`src/rtl/pc_unit.sv`:
```
// pc_unit: fetch-stage program counter with next-PC select; `PC_RAS_EN adds a return-address stack
module pc_unit #(
  parameter int WIDTH = 32,
  parameter logic [WIDTH-1:0] RESET_VEC = '0,
  parameter logic [WIDTH-1:0] TRAP_VEC = 'h100,
  parameter int STEP = 4,
  parameter int RAS_DEPTH = 4
) (
  input  logic             clk,
  input  logic             rst,
  input  logic             stall,
  input  logic             trap,
  input  logic             redir,
  input  logic             call,
  input  logic             ret,
  input  logic [WIDTH-1:0] redir_tgt,
  output logic [WIDTH-1:0] pc,
  output logic [WIDTH-1:0] pc_plus,
  output logic             misalign,
  output logic             ras_empty,
  output logic             ras_full
);
  localparam logic [WIDTH-1:0] MASK = WIDTH'(STEP - 1);
  logic [WIDTH-1:0] tgt_al, ras_top, pc_nxt;
  logic ras_hit, use_tgt;
  assign pc_plus = pc + WIDTH'(STEP);
  assign tgt_al = redir_tgt & ~MASK;
`ifdef PC_RAS_EN
  localparam int PW = $clog2(RAS_DEPTH);
  localparam int CW = $clog2(RAS_DEPTH + 1);
  logic [WIDTH-1:0] ras [RAS_DEPTH];
  logic [PW-1:0] top, top_inc, top_dec;
  logic [CW-1:0] cnt;
  logic push, pop, repl;
  assign ras_empty = cnt == '0;
  assign ras_full = cnt == CW'(RAS_DEPTH);
  assign ras_top = ras[top];
  assign ras_hit = ret && !ras_empty;
  assign use_tgt = !trap && (ret ? ras_empty : (call || redir));
  assign top_inc = (top == PW'(RAS_DEPTH - 1)) ? '0 : top + 1'b1;
  assign top_dec = (top == '0) ? PW'(RAS_DEPTH - 1) : top - 1'b1;
  assign push = !trap && call && !ret;
  assign pop = !trap && ret && !call && !ras_empty;
  assign repl = !trap && call && ret;
  // stack pointer and occupancy; a full push wraps onto the oldest slot
  always_ff @(posedge clk or posedge rst)
    if (rst) begin
      top <= '0;
      cnt <= '0;
    end else begin
      top <= push ? top_inc : pop ? top_dec : top;
      cnt <= push ? (ras_full ? cnt : cnt + 1'b1) : pop ? cnt - 1'b1 : (repl && ras_empty) ? CW'(1) : cnt;
    end
  // entry storage: push writes the next slot, call+ret rewrites the top in place
  always_ff @(posedge clk)
    if (push) ras[top_inc] <= pc_plus;
    else if (repl) ras[top] <= pc_plus;
`else
  assign ras_empty = 1'b1;
  assign ras_full = 1'b0;
  assign ras_top = '0;
  assign ras_hit = 1'b0;
  assign use_tgt = !trap && (ret || call || redir);
`endif
  assign pc_nxt = trap ? TRAP_VEC : ras_hit ? ras_top : use_tgt ? tgt_al : stall ? pc : pc_plus;
  // PC register; misalign flags a truncated redir_tgt load for one cycle
  always_ff @(posedge clk or posedge rst)
    if (rst) begin
      pc <= RESET_VEC;
      misalign <= 1'b0;
    end else begin
      pc <= pc_nxt;
      misalign <= use_tgt && |(redir_tgt & MASK);
    end
endmodule

```
`config.mk`:
```
export PLATFORM = sky130hd
export DESIGN_NAME = pc_unit
export DESIGN_NICKNAME = d
export VERILOG_FILES = /design/src/rtl/pc_unit.sv
export SDC_FILE = /design/constraint.sdc
export NUM_CORES = 1
export LEC_CHECK = 0
export ABC_AREA = 1
export BUFFER_PORTS_ARGS = -buffer_cell sky130_fd_sc_hd__clkbuf_2
export CAP_MARGIN = 20
export CELL_PAD_IN_SITES_DETAIL_PLACEMENT = 1
export CELL_PAD_IN_SITES_GLOBAL_PLACEMENT = 2
export CORE_UTILIZATION = 25
export DETAILED_ROUTE_END_ITERATION = 12
export PLACE_DENSITY_LB_ADDON = 0.1
export SETUP_SLACK_MARGIN = 0.4
export SLEW_MARGIN = 10
export SYNTH_ARGS = -nofsm -noshare
export SYNTH_HDL_FRONTEND = slang
export SYNTH_SLANG_ARGS = --single-unit
export TNS_END_PERCENT = 30
```
`constraint.sdc`:
```
create_clock -name clk -period 2.6 [get_ports clk]
set_input_delay 0.26 -clock clk [delete_from_list [all_inputs] [get_ports clk]]
set_output_delay 0.26 -clock clk [all_outputs]
set_load 0.02 [all_outputs]
```
Yosys cells after proc, flatten, opt, wreduce, memory -nomap -nowiden

Index checks and enable logic that the tools add are counted.
W data, S select, Z words.

Register bits after elaboration: 33
Output and inout port bits: 67

Add/sub/neg operators: 1
Equal/unequal tests: 1
Mux-type cells: 3
Reduce and logical (&&, ||, !) cells: 6

Operator list:

| kind                    | number |
|---|---|
| $mux W32                | 3 |
| $add A32 B3 Y32 const B | 1 |
| $ne A3 B1 Y1 const B    | 1 |
| $logic_and A1 B1 Y1     | 2 |
| $logic_or A1 B1 Y1      | 2 |
| $reduce_or A2 Y1        | 1 |
| $logic_not A1 Y1        | 1 |

Logic depth before layout (Yosys ltp)

Gate-level depths: netlist of run 1.

Depth in word-level cells: 5
Mapped depth: 10
Gate-level depth less buffers: 10

Worst setup path after synthesis of run 1

No wires, ideal clock.

Path kind: register -> register
Start point: reg pc[3]
End point: reg pc[8]
Setup time: 77 ps
Arrival time: 1685 ps
Required time: 2523 ps
Setup slack: 837 ps
Cell stages (with the launch flop): 8
Path buffers: 0
Cells stage by stage: dfrtp_1 > ha_1 > nand2_1 > nor2_4 > nand2_2 > xnor2_1 > nand2_1 > a21oi_1

Longest elaborated chain between the ends: 4

RTL lines:

| item                     | line | RTL |
|---|---|---|
| start: declaration       | 17   | `output logic [WIDTH-1:0] pc,` |
| start signal: assignment | 72   | `pc <= pc_nxt;` |
| $add A32 B3 Y32          | 26   | `assign pc_plus = pc + WIDTH'(STEP);` |
| net pc_plus[8]           | 18   | `output logic [WIDTH-1:0] pc_plus,` |
| $mux W32 (3 in a row)    | 65   | `assign pc_nxt = trap ? TRAP_VEC : ras_hit ? ras_top : use_tgt ? tgt_al : stall ? pc : pc_plus;` |

The timed path passes the listed nets, and every way through them passes these cells. The select of a mux whose other input is x is not followed.
A chain may end at the register's enable or synchronous reset.

Worst setup path in the final report of run 1

Start point: reg pc[20]
End point: out pc_plus[24]

Longest elaborated chain between the ends: 1

RTL lines:

| item             | line |
|---|---|
| $add A32 B3 Y32  | 26 |
| end: declaration | 18 |

No other way between the ends.

==> results by group, run 1 <==
Detailed routing
  • Uppermost layer routed: met4
  • DR vias/cell: 4.40
  • Initial DRC count: 72
  • Vias: 2,849
  • Length of routed met2 wiring: 4380 um
  • Post-DRT Antenna Nets: 0
  • Drt pass-1 iters: 4
  • Met1 WL: 4400 um
  • Routed Wire Length: 9130 um
  • Wire length on met3: 269 um
  • DRC: 0
  • WL per Instance: 14.1 um

Clock tree
  • CTS tree: built
  • H-tree depth: 2
  • Clock tree buffer depth: 2
  • CTS Buf Count: 5
  • Sink Count: 31
  • Worst-Skew Late Latency: 290 ps
  • Clk pin slew, worst setup/hold paths: 70 ps
  • Root Buffer: clkbuf_8

Global routing
  • Total gr overflow: 0
  • First-pass GRT wire length: 14,800 um
  • Antenna violations before repair: 0
  • Maximum number of pins on one net before global-route repair: 32
  • Total track usage: 18.8%
  • Vias in the first global route: 2,864

Timing
  • Final worst-path cycle share: 80.0%
  • Crit path time final: 2080 ps
  • Max_slew headroom: 62.8%
  • Endpoints failing hold: 0
  • Fmax achieved: 481 MHz
  • Worst-Margin Slew: 557 ps
  • Final setup violation count: 0
  • Setup TNS: 0 ps
  • Clock skew: 8.48 ps
  • RSZ-0062 raised after global routing: true
  • Fin. max-slew vios: 0
  • Hold WS: 41.2 ps

Placed design
  • DP Wirelength: 7160 um
  • IO Port Bufs: 99
  • GP Congestion: 0.767

Die
  • I/O pin cnt: 106
  • Core area: 0.00942 mm^2
  • DIE AREA: 0.0103 mm^2
  • Initial Util: 26.3%
  • Row count: 35
  • Die X: 101 um
  • Die height: 101 um

Worst setup path
  • CP arrival: 1820 ps
  • Critical path peak fanout: 6
  • CP startpoint kind: flip-flop
  • Worst Path Required: 2340 ps
  • Setup crit end kind: primary output
  • Critical path class: reg -> out

Logic synthesis
  • Post-synthesis register bit count: 31
  • YS warnings: 0
  • Syn avg cell area: 5.99 um^2
  • Register area share after synthesis: 31.3%
  • Gate Count Post-Synth: 413
  • Synth unique cells: 21
  • Post-Syn Area: 0.00247 mm^2

Final layout
  • Area occupied by multi-input gates: 0.00147 mm^2
  • Register cell area after layout: 777 um^2
  • Post-layout nets: 557
  • Share of post-route cells with drive strength above 1: 25.7%
  • Most frequent cells in the layout: nand2_1 (150), clkbuf_2 (99), nor2_1 (78)
  • Fillcell total: 1,304
  • Most common cell after layout, fill and taps aside: nand2_1
  • # diodes: 0
  • Area Overhead vs Synth: 29.7%

Power and ir drop
  • Power per cell area: 440 mW/mm^2
  • Total leakage power: 0.00169 uW
  • Worst vdd ir: 0.159 mV
  • Final Power: 1410 uW

Worst hold path
  • Hold crit path type: in -> async

Run status
  • Status: finished clean

Flow run
  • Max Cap Violations: 0
[registers in the layout, summed over array words and instances, names as in the netlist]
signal    cells
pc           30
misalign      1
[metal layers]
metal / GRT usage, % / vias up
li1: - / 1467
met4: 5.02 / 0
met2: 32.1 / 63
met3: 2.00 / 7
met1: 25.0 / 1312
met5: 0 / -
[area by class of cell]
cell class                 count  area share [%]
multi-input combinational    329            45.7
sequential                    31            24.2
inverter                      41            4.79
clock inverter                 1           0.156
timing repair buffer         109            17.8
clock buffer                   7            2.38
tap                          129            5.03
[cell families after synthesis]
group | after synthesis | synth area share, %
AO/OA/AOI/OAI | 41 | 8.49
XOR/XNOR | 7 | 2.48
adder cells (fa/ha/maj) | 1 | 0.505
buffers and inverters | 57 | 10.1
flip-flops | 31 | 31.3
other | 2 | 0.303
AND/OR/NAND/NOR | 274 | 46.8
[final timing paths]
check / slack (ps) / startpoint / cells past startpoint / endpoint
worst max-delay path: 520 / pc[20] / 7 / pc_plus[24]
min in group clk: 210 / redir_tgt[0] / 3 / misalign
worst min-delay path: 40 / rst / 3 / pc[13]
worst min register to register: 540 / pc[31] / 2 / pc[31]
max in group asynchronous: 2220 / rst / 3 / pc[16]
worst max register to register: 1000 / pc[20] / 9 / pc[24]
[Yosys cell counts, drive strengths merged]
cell type,instances,area (um^2)
dfrtp,31,776
o22ai,4,25.0
clkbuf,1,3.75
a21oi,3,15.0
nand3,30,150
xor2,5,43.8
nand2,155,604
ha,1,12.5
inv,41,154
o21ai,34,170
nand4,1,12.5
nor2,88,390
buf,15,92.6
conb,2,7.51
xnor2,2,17.5
[per-stage QoR]
stage                     worst slack (ps)  util, %  cell area [um^2]  instances
after floorplan                        837        -              2490        417
after global placement                 790     32.9              3100        635
after detailed placement               679     32.9              3100        635
after CTS                              404     33.7              3180        643
after global routing                   323     34.1              3210        647
final                                  521     34.1              3210        647
[power breakdown]
part	internal [uW]	total (uW)	switching, uW
clock network	188	391	202
registers	521	585	63.4
logic	146	438	292
[timing repair]
item                                    CTS  global route
endpoints found under the setup margin    0            13
hold buffers                              0             0
setup buffers                             0             4
resized for setup                         0             4
[critical path, cell delays in order, from the launching register on]
cell and delay, ps:
dfrtp_1 450, nand2_1 100, nor2_1 280, nand2_1 130
nor2_1 190, nand3_1 130, nand2_1 80, clkbuf_2 160
No activity file was read; power rests on OpenSTA's default activity.
==> run 2: changes to the inputs <==
CORE_UTILIZATION = 23   (was 25)
clock period = 2.1 ns   (was 2.6 ns; I/O delays follow)
==> run 2 against run 1 <==
The flow now finishes with violations (hold timing). Setup slack got worse by 410 ps. Utilization fell by 1.3 points. Final cell count rose by 2.5%.
==> results by group, run 2 (synthesized netlist as in run 1, its figures left out) <==
Final layout
  • Max reg flops: 30
  • Post-layout nets: 567
  • # diodes: 0
  • Register cell area after layout: 792 um^2
  • Most frequent cells in the layout: nand2_1 (146), clkbuf_2 (93), nor2_1 (70)
  • Biggest register: pc
  • Final Util: 32.8%
  • Area Overhead vs Synth: 37.6%
  • Share of post-route cells with drive strength above 1: 32.3%
  • Area occupied by multi-input gates: 0.00152 mm^2
  • Regs by FF count: pc (30), misalign (1)
  • Fillcell total: 1,419
  • Most common cell after layout, fill and taps aside: nand2_1

Detailed routing
  • Vias: 2,948
  • Post-DRT Antenna Nets: 0
  • DR vias/cell: 4.45
  • Initial DRC count: 87
  • WL per Instance: 14.2 um
  • Routed Wire Length: 9440 um
  • DRC: 0
  • Drt pass-1 iters: 4

Worst setup path
  • CP max stage delay: 370 ps
  • CP top delay family: flip-flops
  • Setup crit end kind: primary output
  • Critical path class: reg -> out
  • Worst path slowest cell: dfrtp_1
  • Worst Path Required: 1890 ps
  • CP startpoint kind: flip-flop
  • Critical path peak fanout: 6
  • CP arrival: 1780 ps
  • CP Cell Sequence: ha_2 -> nand2_2 -> nor2_4 -> nand2_4 -> buf_4 -> xor2_1 -> clkbuf_2
  • Crit path buffers/inverters: 2

Die
  • I/O pin cnt: 106
  • DIE AREA: 0.0112 mm^2
  • Die X: 106 um
  • Row count: 37
  • Die height: 106 um
  • Core area: 0.0104 mm^2
  • Initial Util: 23.9%

Global routing
  • Total track usage: 17.6%
  • Maximum number of pins on one net before global-route repair: 32
  • Total gr overflow: 0
  • GR peak layer: met2
  • GRT met1 Usage: 23.2%
  • First-pass GRT wire length: 15,500 um
  • Antenna violations before repair: 0
  • GR Layer Usage met2: 30.2%
  • M3 GR Usage: 2.60%
  • Vias in the first global route: 3,025

Timing
  • Clock skew: 10.8 ps
  • Fmax achieved: 503 MHz
  • Fin. max-slew vios: 0
  • Crit path time final: 1990 ps
  • Final WS setup: 113 ps
  • Final setup violation count: 0
  • Setup TNS: 0 ps
  • Endpoints failing hold: 9
  • Hold WS: -7.23 ps
  • Final worst-path cycle share: 94.6%
  • RSZ-0062 raised after global routing: true

Clock tree
  • Clk pin slew, worst setup/hold paths: 80 ps
  • Worst-Skew Late Latency: 290 ps
  • CTS tree: built
  • CTS Buf Count: 5
  • H-tree depth: 2
  • Clock tree buffer depth: 2
  • Root Buffer: clkbuf_8
  • Cts hold-fix bufs: 0
  • Sink Count: 31

Placed design
  • Dpl ws: 254 ps
  • GP Congestion: 0.753
  • DP Wirelength: 7470 um
  • IO Port Bufs: 99

Power and ir drop
  • Final Power: 1810 uW
  • Comb pwr share: 31.9%
  • Sequential Power Share: 39.9%
  • Worst vdd ir: 0.184 mV
  • Clk pwr share: 28.1%
  • Switching share of power: 38.7%
  • Internal power: 1110 uW
  • Total leakage power: 0.00175 uW
  • Power per cell area: 533 mW/mm^2
  • Switching power: 702 uW

Run status
  • Status: complete, but fails checks
  • Failing checks: hold timing

Worst hold path
  • Hold crit path type: in -> async

Flow run
  • Max Cap Violations: 0
[run 2: cell types whose count changed in the layout (fill, tap and decap cells not counted), moves of 4 or more]
cell and delta:
dfrtp_1 -12, clkbuf_8 +5, clkbuf_2 -6, nor2_1 -8, nand2_1 -4, nor2_2 +6, buf_4 +10, nand2_2 +4
dfrtp_2 +12
[run 2: power groups by stage]
stage	Clock [uW]	Sequential (uW)	Combinational, uW
2_1_floorplan	0	773	291
3_3_place_gp	0	733	541
3_5_place_dp	0	736	545
4_1_cts	535	725	582
5_1_grt	555	737	641
6_report	511	724	579
[run 2: timing repair]
| action | in CTS | in global routing |
|---|---|---|
| buffers inserted | 8 | 3 |
| pin swaps | 6 | 6 |
| resized for setup | 24 | 16 |
| setup endpoints to repair | 27 | 30 |
[run 2: cell type report]
class / instances / area share [%]
clock buffers: 6 / 2.42
clock inverters: 1 / 0.147
inverters: 41 / 4.52
multi-input cells: 329 / 44.6
flip-flops and latches: 31 / 23.3
well taps: 136 / 5.00
repair buffers: 119 / 20.1
[run 2: worst paths after layout]
path | from | to | slack (ps) | cells past startpoint
worst max-delay path | pc[2] | pc_plus[10] | 110 | 7
worst max register to register | pc[2] | pc[26] | 210 | 14
worst min-delay path | rst | pc[27] | -7 | 3
worst min register to register | pc[31] | pc[31] | 540 | 2
max in group asynchronous | rst | pc[19] | 1760 | 3
min in group clk | redir_tgt[1] | misalign | 150 | 3
[run 2: stage by stage]
| step | hold WS (ps) | instances | area (um^2) |
|---|---|---|---|
| finish | -7.23 | 663 | 3410 |
| global route | 39.7 | 663 | 3410 |
| CTS | 5.20 | 660 | 3350 |
| detailed placement | 326 | 645 | 3130 |
| global placement | 325 | 645 | 3130 |
| floorplan | 314 | 417 | 2500 |
[run 2: metal layers]
| layer | share of wire [%] | up-vias |
|---|---|---|
| met4 | 0.77 | 0 |
| li1 | - | 1490 |
| met5 | 0 | - |
| met1 | 48 | 1387 |
| met2 | 48 | 65 |
| met3 | 3.3 | 6 |
[run 2: worst register-to-register path: stages (launching register included)]
cell	delay (ps)
dfrtp_1	370
ha_2	200
nand2_2	70
nor2_4	160
nand2_4	120
nor2_4	180
nand2_1	70
nand2_1	80
buf_4	110
buf_4	90
buf_4	90
buf_4	80
nand3_1	60
nand2_1	70
nand2_1	40
==> run 3: changes to the inputs <==
BUFFER_PORTS_ARGS = -buffer_cell sky130_fd_sc_hd__buf_2   (was -buffer_cell sky130_fd_sc_hd__clkbuf_2)
==> run 3 against run 2 <==
The flow now finishes without violations. Maximum frequency is essentially flat. Utilization grew 2.0 points. First-iteration DRC count shrank 38%. Setup slack is essentially flat. Cell area grew 6.0%. Routed wire length grew 2.5%. Final cell count grew 0.90%. Die area is the same. Largest power group unchanged. Highest routed layer unchanged.
==> results by group, run 3 (synthesized netlist as in run 1, its figures left out) <==
Detailed routing
  • Post-DRT Antenna Nets: 0
  • DRC: 0
  • Initial DRC count: 54
  • Vias: 2,967
  • DR vias/cell: 4.43
  • Length of routed met2 wiring: 4610 um
  • Wire length on met3: 339 um
  • Met1 WL: 4670 um
  • Uppermost layer routed: met4
  • Routed Wire Length: 9680 um
  • WL per Instance: 14.5 um
  • Drt pass-1 iters: 4

Timing
  • Crit path time final: 1990 ps
  • Setup TNS: 0 ps
  • Final setup violation count: 0
  • Endpoints failing hold: 0
  • Hold WS: 16.9 ps
  • RSZ-0062 raised after global routing: true
  • Fmax achieved: 503 MHz
  • Fin. max-slew vios: 0
  • Clock skew: 9.85 ps
  • Final worst-path cycle share: 94.6%

Power and ir drop
  • Power per cell area: 510 mW/mm^2
  • Total leakage power: 0.00184 uW
  • Worst vdd ir: 0.198 mV

Die
  • DIE AREA: 0.0112 mm^2
  • Core area: 0.0104 mm^2
  • Row count: 37
  • Die height: 106 um
  • I/O pin cnt: 106
  • Die X: 106 um
  • Initial Util: 23.9%

Clock tree
  • Root Buffer: clkbuf_8
  • Clock tree buffer depth: 2
  • Sink Count: 31
  • Worst-Skew Late Latency: 290 ps
  • Cts hold-fix bufs: 0
  • H-tree depth: 2
  • Clk pin slew, worst setup/hold paths: 80 ps
  • CTS Buf Count: 5
  • CTS tree: built

Final layout
  • Regs by FF count: pc (30), misalign (1)
  • Biggest register: pc
  • Design area: 0.00361 mm^2
  • Area Overhead vs Synth: 45.8%
  • Fillcell total: 1,399
  • Most frequent cells in the layout: nand2_1 (126), buf_2 (85), nor2_1 (67)
  • Post-layout nets: 572
  • # diodes: 0
  • Number of non-filler instances in the completed layout: 669
  • Share of post-route cells with drive strength above 1: 37.9%
  • Most common cell after layout, fill and taps aside: nand2_1
  • Max reg flops: 30

Global routing
  • Total gr overflow: 0
  • Total track usage: 18.1%
  • Vias in the first global route: 3,053
  • First-pass GRT wire length: 15,900 um
  • Maximum number of pins on one net before global-route repair: 32
  • Antenna violations before repair: 0

Placed design
  • Placement Cell Area: 0.00313 mm^2
  • GP Congestion: 0.742
  • DP Wirelength: 7380 um
  • # placed instances: 644
  • IO Port Bufs: 99

Worst setup path
  • Critical path class: reg -> out
  • Setup crit end kind: primary output
  • Worst path slowest cell: dfrtp_1
  • CP arrival: 1780 ps
  • CP max stage delay: 430 ps
  • Crit path buffers/inverters: 1
  • CP startpoint kind: flip-flop
  • Critical path peak fanout: 6
  • CP Cell Sequence: ha_4 -> nand2_4 -> nor2_4 -> nand2_4 -> nor2_4 -> nand2_2 -> nand2_2 -> nand2_2 -> buf_6
  • Most numerous cell on the critical path: nand2_2
  • Worst Path Required: 1890 ps
  • CP top delay family: simple AND/OR/NAND/NOR gates

Flow run
  • Max Cap Violations: 0

Worst hold path
  • Hold crit path type: in -> async

Run status
  • Status: finished clean
[run 3: worst min-delay path: stages]
cell and delay [ps]:
buf_2 90, inv_1 40, buf_4 400
[run 3: final cells by class]
cell class / count / area [um^2] / area share [%]
multi-input cells: 329 / 1650 / 45.6
flip-flops and latches: 31 / 792 / 21.9
repair buffers: 124 / 763 / 21.2
well taps: 136 / 170 / 4.72
inverters: 41 / 156 / 4.33
clock buffers: 7 / 76.3 / 2.12
clock inverters: 1 / 5.00 / 0.139
[run 3: where the power goes]
group / internal (uW) / switching [uW]
Sequential: 649 / 80.3
Clock: 233 / 256
Combinational: 236 / 386
Total: 1120 / 722
[run 3: through the flow]
step                      total power [uW]  setup slack (ps)  util (%)
after global placement                1270               315      30.2
after global routing                  1960              19.4      34.8
after CTS                             1830               113      32.5
after floorplan                       1060               364         -
after detailed placement              1280               260      30.2
final                                 1840               113      34.8
[run 3: what timing repair did]
action                     4_1_cts  5_1_grt
gates resized for setup         33       63
setup endpoints to repair       30       38
pin swaps                        9       20
setup buffers                    9        8
[run 3: final timing paths]
| path | start | to | slack [ps] | cells after the start |
|---|---|---|---|---|
| worst min register to register | pc[31] | pc[31] | 550 | 2 |
| worst max-delay path | pc[3] | pc_plus[26] | 110 | 9 |
| min in group clk | redir_tgt[0] | misalign | 150 | 3 |
| worst min-delay path | rst | pc[6] | 20 | 3 |
| max in group asynchronous | rst | pc[20] | 1720 | 3 |
| worst max register to register | pc[3] | pc[30] | 260 | 14 |
[run 3: routing by layer]
metal	up-vias	track usage, %
met3	5	2.84
met1	1400	24.7
met2	65	30.1
li1	1497	-
met5	-	0
met4	0	3.27
